**src/rtl/telem_channel_sched.sv**
```systemverilog
// Four-channel telemetry slot scheduler: one-hot phase strobes, round-robin grant,
// phase-aligned load, delay-line wait and valid/ready presentation.
// Optional macro TELEM_TIMEOUT_EN adds a PRESENT timeout with a sticky ERR flag.
module telem_channel_sched #(
    parameter int unsigned DL_DELAY = 8,
    parameter int unsigned TIMEOUT  = 16
) (
    input  logic       SIM_CLK,
    input  logic       SIM_RST,
    input  logic       TICK,
    input  logic [3:0] REQ,
    input  logic [3:0] DC_IN,
    input  logic       ZERO_REQ,
    input  logic       OUT_RDY,
    output logic [3:0] PH,
    output logic [1:0] SEL,
    output logic       LOAD,
    output logic       ZERW,
    output logic       BUSY,
    output logic       OUT_VLD,
    output logic [1:0] OUT_CH,
    output logic       OUT_BIT,
`ifdef TELEM_TIMEOUT_EN
    output logic [3:0] ACK,
    output logic       ERR
`else
    output logic [3:0] ACK
`endif
);

    if (DL_DELAY < 1 || DL_DELAY > 255 || TIMEOUT < 1 || TIMEOUT > 255) begin : g_bad_param
        $error("telem_channel_sched: DL_DELAY and TIMEOUT must lie in 1..255");
    end

    typedef enum logic [2:0] {
        S_IDLE, S_ARB, S_ALIGN, S_LOAD, S_DELAY, S_PRESENT
    } state_t;

    localparam logic [7:0] DL8 = 8'(DL_DELAY);

    state_t     state_q;
    logic [3:0] ph_q, ph_d;
    logic [1:0] ptr_q, sel_q, och_q, grant_d;
    logic       grant_vld_d;
    logic [7:0] cnt_q, cnt_load_d;
    logic       data_q, load_q, zerw_q, busy_q, vld_q, obit_q;
    logic [3:0] ack_q;
    logic [1:0] cand_s;
`ifdef TELEM_TIMEOUT_EN
    localparam logic [7:0] TO8 = 8'(TIMEOUT);
    logic [7:0] tcnt_q;
    logic       err_q;
    assign ERR = err_q;
`endif

    // Next phase, round-robin grant from pointer+1, and delay preload (the LOAD clock's TICK counts).
    always_comb begin
        ph_d        = TICK ? {ph_q[2:0], ph_q[3]} : ph_q;
        grant_d     = 2'd0;
        grant_vld_d = 1'b0;
        cand_s      = 2'd0;
        for (int k = 1; k <= 4; k++) begin
            cand_s = ptr_q + 2'(k);
            if (!grant_vld_d && REQ[cand_s]) begin
                grant_d     = cand_s;
                grant_vld_d = 1'b1;
            end
        end
        cnt_load_d = TICK ? (DL8 - 8'd1) : DL8;
    end

    // Free-running one-hot phase strobe.
    always_ff @(posedge SIM_CLK) begin
        if (SIM_RST) ph_q <= 4'b0001;
        else         ph_q <= ph_d;
    end

    // Slot FSM with registered outputs.
    always_ff @(posedge SIM_CLK) begin
        if (SIM_RST) begin
            state_q <= S_IDLE;
            ptr_q   <= 2'd3;
            sel_q   <= 2'd0;
            cnt_q   <= 8'd0;
            data_q  <= 1'b0;
            load_q  <= 1'b0;
            zerw_q  <= 1'b0;
            busy_q  <= 1'b0;
            vld_q   <= 1'b0;
            och_q   <= 2'd0;
            obit_q  <= 1'b0;
            ack_q   <= 4'b0000;
`ifdef TELEM_TIMEOUT_EN
            tcnt_q  <= 8'd0;
            err_q   <= 1'b0;
`endif
        end else begin
            load_q <= 1'b0;
            zerw_q <= 1'b0;
            ack_q  <= 4'b0000;
            case (state_q)
                S_IDLE: begin
                    if (REQ != 4'b0000) begin
                        state_q <= S_ARB;
                        busy_q  <= 1'b1;
                    end
                end
                S_ARB: begin
                    if (grant_vld_d) begin
                        sel_q   <= grant_d;
                        state_q <= S_ALIGN;
                    end else begin
                        state_q <= S_IDLE;
                        busy_q  <= 1'b0;
                    end
                end
                S_ALIGN: begin
                    // Enter LOAD on the edge the phase steps into the granted slot.
                    if (TICK && ph_d[sel_q]) begin
                        state_q <= S_LOAD;
                        load_q  <= 1'b1;
                        zerw_q  <= ZERO_REQ;
                        data_q  <= ~ZERO_REQ & DC_IN[sel_q];
                    end
                end
                S_LOAD: begin
                    cnt_q <= cnt_load_d;
                    if (cnt_load_d == 8'd0) begin
                        state_q <= S_PRESENT;
                        vld_q   <= 1'b1;
                        och_q   <= sel_q;
                        obit_q  <= data_q;
`ifdef TELEM_TIMEOUT_EN
                        tcnt_q  <= 8'd0;
`endif
                    end else begin
                        state_q <= S_DELAY;
                    end
                end
                S_DELAY: begin
                    if (TICK) begin
                        cnt_q <= cnt_q - 8'd1;
                        if (cnt_q == 8'd1) begin
                            state_q <= S_PRESENT;
                            vld_q   <= 1'b1;
                            och_q   <= sel_q;
                            obit_q  <= data_q;
`ifdef TELEM_TIMEOUT_EN
                            tcnt_q  <= 8'd0;
`endif
                        end
                    end
                end
                S_PRESENT: begin
                    if (vld_q && OUT_RDY) begin
                        vld_q   <= 1'b0;
                        ack_q   <= 4'b0001 << sel_q;
                        ptr_q   <= sel_q;
                        state_q <= S_IDLE;
                        busy_q  <= 1'b0;
`ifdef TELEM_TIMEOUT_EN
                    end else if (TICK && (tcnt_q == TO8 - 8'd1)) begin
                        vld_q   <= 1'b0;
                        ack_q   <= 4'b0001 << sel_q;
                        ptr_q   <= sel_q;
                        state_q <= S_IDLE;
                        busy_q  <= 1'b0;
                        err_q   <= 1'b1;
                    end else if (TICK) begin
                        tcnt_q  <= tcnt_q + 8'd1;
`endif
                    end
                end
                default: begin
                    state_q <= S_IDLE;
                    busy_q  <= 1'b0;
                    vld_q   <= 1'b0;
                end
            endcase
        end
    end

    assign PH      = ph_q;
    assign SEL     = sel_q;
    assign LOAD    = load_q;
    assign ZERW    = zerw_q;
    assign BUSY    = busy_q;
    assign OUT_VLD = vld_q;
    assign OUT_CH  = och_q;
    assign OUT_BIT = obit_q;
    assign ACK     = ack_q;

endmodule
```
**config.mk**
```make
export PLATFORM = sky130hd
export DESIGN_NAME = telem_channel_sched
export DESIGN_NICKNAME = d
export VERILOG_FILES = /design/src/rtl/telem_channel_sched.sv
export SDC_FILE = /design/constraint.sdc
export NUM_CORES = 1
export LEC_CHECK = 0
export CORE_UTILIZATION = 45
export DETAILED_ROUTE_END_ITERATION = 16
export PLACE_DENSITY_LB_ADDON = 0.2
export SLEW_MARGIN = 20
export SYNTH_ARGS = -nofsm -noshare
export SYNTH_HDL_FRONTEND = slang
export SYNTH_SLANG_ARGS = --single-unit
```
**constraint.sdc**
```tcl
create_clock -name SIM_CLK -period 1.4 [get_ports SIM_CLK]
set_input_delay 0.28 -clock SIM_CLK [delete_from_list [all_inputs] [get_ports SIM_CLK]]
set_output_delay 0.28 -clock SIM_CLK [all_outputs]
set_load 0.02 [all_outputs]
```
==> results of run 1 <==
==> synthesized netlist by cell type, types with 4 or more instances <==
cell     count
a211o_1      4
mux2i_1     12
nand2_1      7
xor2_1       4
buf_2        4
inv_1        9
nor3_1       8
dfxtp_1     31
nor2_1      16
a21oi_1      6
==> through the flow <==
step                      setup TNS (ns)  instance area, µm²  std cells   util
after global placement             -7.05                2150        269  0.638
after floorplan                  -0.0617                1610        170      -
after CTS                        -0.0104                2230        280  0.663
after global routing              -0.605                2310        286  0.688
after detailed placement           -8.46                2150        269  0.638
final                            -0.0407                2310        286  0.688
==> power groups by stage <==
| stage | combinational, mW | clock [mW] | sequential, mW |
|---|---|---|---|
| 6_report | 0.754 | 0.537 | 1.04 |
| 5_1_grt | 0.818 | 0.590 | 1.05 |
| 4_1_cts | 0.693 | 0.553 | 1.03 |
| 3_5_place_dp | 0.685 | 0 | 1.05 |
| 3_3_place_gp | 0.664 | 0 | 1.05 |
| 2_1_floorplan | 0.413 | 0 | 1.06 |
==> logic make-up (layout without fill, tap and decap cells) <==
kind of cell | after synthesis | in the layout | synth area share
simple gates | 59 | 59 | 0.235
compound gates | 38 | 38 | 0.177
flops | 31 | 31 | 0.388
fa+ha+maj | 2 | 2 | 0.0156
mux | 13 | 13 | 0.0891
xor+xnor | 4 | 4 | 0.0219
buf+inv | 23 | 93 | 0.0735
==> layer usage <==
metal | global-route usage | up-vias
li1 | - | 763
met1 | 0.268 | 726
met2 | 0.384 | 26
met3 | 0.0525 | 6
met4 | 0.102 | 0
met5 | 0 | -
==> worst max path at each step <==
| stage | start | to | slack (ns) | depth (start not counted) |
|---|---|---|---|---|
| 5_1_grt | cnt_q[3] | OUT_CH[0] | -0.08 | 4 |
| 4_1_cts | SEL[1] | state_q[0] | -0.01 | 5 |
| 2_1_floorplan | SEL[1] | data_q | -0.06 | 5 |
| 3_5_place_dp | TICK | ZERW | -0.53 | 6 |
| 3_3_place_gp | TICK | ZERW | -0.46 | 6 |
| 6_report | state_q[2] | state_q[0] | -0.02 | 5 |
==> state kept, by name (all words and copies together), names as in the netlist, 2 cells and up <==
| signal | count |
|---|---|
| ACK | 4 |
| OUT_CH | 2 |
| PH | 4 |
| SEL | 2 |
| cnt_q | 8 |
| ptr_q | 2 |
| state_q | 3 |
==> worst register-to-register path, cell delays in order (launching register included) <==
cell	delay [ns]
dfxtp_4	0.38
or3b_4	0.38
o22ai_2	0.19
buf_4	0.15
nor2b_2	0.04
o31ai_1	0.21
==> final cells by class <==
type,instances,area share
repair buffers,74,0.263
flip-flops and latches,31,0.275
multi-input cells,116,0.394
clock buffers,7,0.0238
well taps,46,0.0249
clock inverters,1,0.00216
inverters,11,0.0178
==> what timing repair did <==
action                                  4_1_cts  5_1_grt
cloned                                        0        0
resized for setup                            34       16
endpoints found under the setup margin       36       18
pin swaps                                     8        5
setup buffers                                 4        6
==> metrics.csv, run 1 <==
stage,metric,value,unit
critical_path,cp.required,1.64,ns
timing,max_freq,0.703,GHz
power,power.total,2.33,mW
place,gp_congestion,0.820,
power,seqPwrFrac,0.446,
cts,clk_pin_slew,0.10,ns
route,wirelength,3940,µm
place,post-dp-hpwl,2820,µm
yosys,netlist_area,0.00160,mm²
global_route,grt_first_pass_wirelength,6130,µm
global_route,grt_pass1_vias,1432,
power,power_switching,0.728,mW
timing,fin_skew,0.0110,ns
final_layout,final_nets,254,
critical_path,cp_max_fo,6,
yosys,yosys.area.top_type,dfxtp_1,
cts,clock_latency,0.33,ns
critical_path,path_cells,or3b_4 > o22ai_2 > buf_4 > nor2b_2 > o31ai_1,
global_route,antenna_found_initial,0,
critical_path,crit_buf_inv,1,
yosys,synth_edf_count,0,
power,p_clk_frac,0.231,
global_route,grt_usage,0.225,
floorplanning,core,0.00336,mm²
critical_path,r2r_cells,5,
route,vias_per_cell,5.32,
worst_hold_path,min_path_cells,2,
yosys,yosysSeqAreaShare,0.388,
worst_hold_path,hold_end,OUT_BIT,
yosys,syn_inst,170,
timing,fin_crit_sh,1.02,
critical_path,reg2reg_from,state_q[2],
place,numPortBuffers,29,
timing,drv_slew,0,
timing,fin_crit,1.42,ns
final_layout,num_antenna_cells,0,
cts,cts_tree,built,
timing,relSlewSlack,0.773,
cts,hold_buffers,0,
yosys,syn-mean-instance-area,9.41,µm²
final_layout,final_common_cell,buf_4,
yosys,ys_seq_elements,31,
cts,cts-htree-levels,2,
global_route,grt_overflow,0,
critical_path,path_delay_family,simple AND/OR/NAND/NOR gates,
final_layout,nFillCells,294,
critical_path,slowest_stage,dfxtp_4,
power,pwr-share-comb,0.324,
route,vias,1521,
place,place_ws,-0.531,ns
critical_path,cp-end-kind,register,
timing,tightestPinTransition,0.338,ns
yosys,ys_types,51,
floorplanning,dieHeight,61.6,µm
final_layout,area_growth,44.6,%
route,dr.max_layer_used,met4,
floorplanning,die_w,61.6,µm
timing,hold_violations,0,
critical_path,crit_type,register to register,
final_layout,mostFrequentLayoutCells,"buf_4 (43), dfxtp_1 (25), dlygate4sd2_1 (17), nor2_1 (16), mux2i_1 (11)",
critical_path,rrSetupSlack,-0.02,ns
power,ir_worst_vdd,0.000740,V
yosys,synth_top_area_frac,0.388,
yosys,yosysWarningCount,0,
yosys,synthArstFlopShare,0,
cts,clock-sinks,31,
route,wl_met2,1970,µm
route,drtIter0Drc,63,
critical_path,worst_ep_arrival_time,1.66,ns
yosys,ys_top_cells_by_area,"dfxtp_1 (39%), mux2i_1 (7.5%), nor2_1 (3.8%)",
cts,cts_root_buffer,clkbuf_4,
timing,fin_hold_ws,0.508,ns
power,p_sw_frac,0.313,
global_route,grt_max_degree,14,
power,p_leak,1.03,nW
final_layout,ff_latch_area,636,µm²
critical_path,start_kind,register,
flow_run,cap_violations,0,
power,power.density,1010,mW/mm²
final_layout,drive_gt1_frac,0.342,
final_layout,multi_input_area,911,µm²
timing,finalWorstSetupSlack,-0.0226,ns
cts,cts_inserted_buffers,5,
critical_path,max_stage_delay,0.38,ns
floorplanning,dieArea,0.00380,mm²
route,wl_met1,1790,µm
power,internal_power,1.60,mW
floorplanning,design.portCount,30,
yosys,synthFlopType,dfxtp_1,
worst_hold_path,hp-start,OUT_BIT,
timing,setup_viol,3,
yosys,synth_nets,185,
route,wl_per_cell,13.8,µm
timing,rsz0062_at_grt,true,
route,drtPass1Iterations,4,
worst_hold_path,hold_class,register to register,
route,ant_nets,0,
run_status,violations,setup timing,
floorplanning,start_util,0.476,
floorplanning,core.rowCount,21,
route,met3_length,139,µm
cts,cts_buffer_depth,2,
route,drc,0,
critical_path,r2r_end,state_q[0],
run_status,status,"finished, violations left",
No activity file was read; power rests on OpenSTA's default activity.
==> run 2, diff against run 1 <==
--- a/config.mk
+++ b/config.mk
@@ -5,6 +5,7 @@
 export SDC_FILE = /design/constraint.sdc
 export NUM_CORES = 1
 export LEC_CHECK = 0
+export ABC_AREA = 1
 export CORE_UTILIZATION = 45
 export DETAILED_ROUTE_END_ITERATION = 16
 export PLACE_DENSITY_LB_ADDON = 0.2
==> metrics.csv, run 2 <==
stage,metric,value,unit,change
run_status,status,completed,,"was finished, violations left"
final_layout,drive_gt1_frac,0.289,,was 0.342
route,drc,0,,unchanged
critical_path,cp.required,1.57,ns,was 1.64 ns
yosys,netlist_top_cells_count,"nand2_1 (66), nor2_1 (36), dfxtp_1 (31)",,"was dfxtp_1 (31), nor2_1 (16), mux2i_1 (12)"
cts,clock-sinks,31,,unchanged
final_layout,nFillCells,296,,was 294
cts,cts-htree-levels,2,,unchanged
place,post-dp-hpwl,3000,µm,was 2820 µm
floorplanning,dieHeight,62.8,µm,was 61.6 µm
final_layout,area_growth,48.0,%,was 44.6%
yosys,syn-mean-instance-area,6.63,µm²,was 9.41 µm²
cts,cts_root_buffer,clkbuf_8,,was clkbuf_4
worst_hold_path,hold_class,register to register,,unchanged
yosys,synth_nets,266,,was 185
yosys,synth_top_area_frac,0.373,,was 0.388
global_route,antenna_found_initial,0,,unchanged
yosys,ys_types,33,,was 51
power,power.density,1540,mW/mm²,was 1010 mW/mm²
yosys,netlist_area,0.00166,mm²,was 0.00160 mm²
timing,finalWorstSetupSlack,0.0712,ns,was -0.0226 ns
yosys,yosysWarningCount,0,,unchanged
floorplanning,dieArea,0.00395,mm²,was 0.00380 mm²
place,numPortBuffers,29,,unchanged
route,ant_nets,0,,unchanged
cts,hold_buffers,0,,unchanged
floorplanning,core.rowCount,21,,unchanged
route,vias,1778,,was 1521
yosys,yosysSeqAreaShare,0.373,,was 0.388
yosys,ys_seq_elements,31,,unchanged
yosys,synthArstFlopShare,0,,unchanged
place,place_ws,-0.357,ns,was -0.531 ns
floorplanning,start_util,0.483,,was 0.476
power,p_clk_frac,0.179,,was 0.231
timing,fin_crit_sh,0.949,,was 1.02
timing,rsz0062_at_grt,true,,unchanged
critical_path,start_kind,register,,unchanged
final_layout,fin_util,0.716,,was 0.688
timing,setup_viol,0,,was 3
timing,relSlewSlack,0.850,,was 0.773
route,wirelength,4220,µm,was 3940 µm
cts,cts_buffer_depth,2,,unchanged
final_layout,stdcell_area,0.00246,mm²,was 0.00231 mm²
place,gp_congestion,0.861,,was 0.820
route,drtIter0Drc,94,,was 63
route,drtPass1Iterations,4,,unchanged
timing,fin_skew,0.00289,ns,was 0.0110 ns
floorplanning,die_w,62.8,µm,was 61.6 µm
yosys,synth_xor_area_frac,0.0105,,was 0.0219
global_route,grt_overflow,0,,unchanged
power,ir_worst_vdd,0.000839,V,was 0.000740 V
yosys,yosys.area_share.adder,0.0150,,was 0.0156
yosys,synth_compound_area_frac,0.127,,was 0.177
cts,clock_latency,0.28,ns,was 0.33 ns
final_layout,final_nets,329,,was 254
power,power_switching,1.56,mW,was 0.728 mW
final_layout,largest-register,cnt_q,,unchanged
place,placed_area,0.00221,mm²,was 0.00215 mm²
cts,clk_pin_slew,0.07,ns,was 0.10 ns
power,pwr-share-comb,0.498,,was 0.324
yosys,ys_top_cells_by_area,"dfxtp_1 (37%), nand2_1 (15%), nor2_1 (8.1%)",,"was dfxtp_1 (39%), mux2i_1 (7.5%), nor2_1 (3.8%)"
global_route,grt_max_degree,11,,was 14
place,dpl.cell_count,350,,was 269
yosys,yosysMostFrequentCell,nand2_1,,was dfxtp_1
global_route,grt_pass1_vias,1639,,was 1432
timing,max_freq,0.753,GHz,was 0.703 GHz
global_route,grt_usage,0.230,,was 0.225
power,p_leak,1.18,nW,was 1.03 nW
yosys,synth_mux_area_frac,0.00602,,was 0.0891
flow_run,cap_violations,0,,unchanged
yosys,synth_top_family_by_area,simple AND/OR/NAND/NOR gates,,unchanged
yosys,syn_inst,251,,was 170
route,wl_per_cell,11.7,µm,was 13.8 µm
floorplanning,core,0.00344,mm²,was 0.00336 mm²
timing,fin_crit,1.33,ns,was 1.42 ns
timing,tightestPinTransition,0.224,ns,was 0.338 ns
final_layout,final_common_cell,nand2_1,,was buf_4
cts,cts_tree,built,,unchanged
floorplanning,design.portCount,30,,unchanged
final_layout,mostFrequentLayoutCells,"nand2_1 (55), nor2_1 (30), buf_4 (29), dfxtp_1 (25), inv_1 (21)",,"was buf_4 (43), dfxtp_1 (25), dlygate4sd2_1 (17), nor2_1 (16), mux2i_1 (11)"
critical_path,crit_type,register to register,,unchanged
critical_path,worst_ep_arrival_time,1.50,ns,was 1.66 ns
route,vias_per_cell,4.93,,was 5.32
yosys,yosys.area_share.simple,0.385,,was 0.235
yosys,yosys.area.top_type,dfxtp_1,,unchanged
final_layout,num_antenna_cells,0,,unchanged
power,internal_power,2.22,mW,was 1.60 mW
timing,hold_violations,0,,unchanged
global_route,grt_first_pass_wirelength,7210,µm,was 6130 µm
final_layout,largest_reg_flops,8,,unchanged
final_layout,fin_cells,361,,was 286
critical_path,cp_max_fo,3,,was 6
yosys,synthFlopType,dfxtp_1,,unchanged
timing,drv_slew,0,,unchanged
power,p_sw_frac,0.413,,was 0.313
power,seqPwrFrac,0.323,,was 0.446
critical_path,cp-end-kind,register,,unchanged
yosys,synth_edf_count,0,,unchanged
cts,cts_inserted_buffers,5,,unchanged
run 2: cell types whose count changed in the layout (fill, tap and decap cells not counted), moves of 6 or more:
| cell | delta |
|---|---|
| inv_1 | +13 |
| a21oi_1 | +12 |
| nand3_1 | +15 |
| nand2_1 | +48 |
| o21ai_0 | +6 |
| buf_4 | -14 |
| nor2_1 | +14 |
| mux2i_1 | -10 |
| nand2_2 | +11 |
run 2: final timing paths:
| kind | cells after the start | start | end | slack (ns) |
|---|---|---|---|---|
| setup reg to reg | 10 | cnt_q[1] | state_q[0] | 0.07 |
| hold / removal | 2 | OUT_CH[1] | OUT_CH[1] | 0.44 |
| hold reg to reg | 2 | OUT_CH[1] | OUT_CH[1] | 0.44 |
| setup / recovery | 10 | cnt_q[1] | state_q[0] | 0.07 |
run 2: timing repair:
action	in CTS	in global routing
setup endpoints to repair	24	15
setup buffers	0	3
gates resized for setup	21	47
pin swaps	1	14
run 2: kinds of logic after synthesis:
logic type / Yosys count
buf+inv: 33
flops: 31
mux: 1
xor+xnor: 2
simple gates: 142
fa+ha+maj: 2
compound gates: 40
run 2: routing by layer:
layer	vias to the layer above	global-route usage	part of all wire
met1	791	0.304	0.49
met5	-	0	0
met3	4	0.0511	0.052
li1	939	-	-
met2	44	0.370	0.45
met4	0	0.0785	0.0090
run 2: final cells by class:
cell class / count / area, µm² / area share
Timing Repair Buffer: 61 / 533 / 0.216
Tap cell: 46 / 57.6 / 0.0234
Multi-Input combinational cell: 187 / 1040 / 0.423
Clock buffer: 6 / 72.6 / 0.0295
Inverter: 28 / 115 / 0.0467
Clock inverter: 2 / 12.5 / 0.00508
Sequential cell: 31 / 631 / 0.256
run 2: critical path, stage by stage, from the launching register on:
cell,delay [ns]
dfxtp_2,0.32
inv_2,0.07
ha_4,0.14
nand3_4,0.06
nor2_4,0.13
buf_6,0.11
a21oi_2,0.05
nor2_2,0.14
nand3_1,0.09
nand2_1,0.06
nor2_1,0.04
run 2: power groups by stage:
stage / clock, mW / sequential, mW / combinational [mW]
after floorplan: 0 / 1.27 / 0.963
after global placement: 0 / 1.21 / 1.62
after detailed placement: 0 / 1.21 / 1.65
after CTS: 0.697 / 1.19 / 1.65
after global routing: 0.744 / 1.24 / 2.10
final: 0.679 / 1.22 / 1.88
run 2: stage by stage:
stage	TNS [ns]	total power [mW]	hold slack, ns
after detailed placement	-4.58	2.85	0.439
after CTS	0	3.54	0.447
after global routing	-0.0547	4.08	0.469
after floorplan	0	2.24	0.414
final	0	3.79	0.441
after global placement	-4.41	2.83	0.439
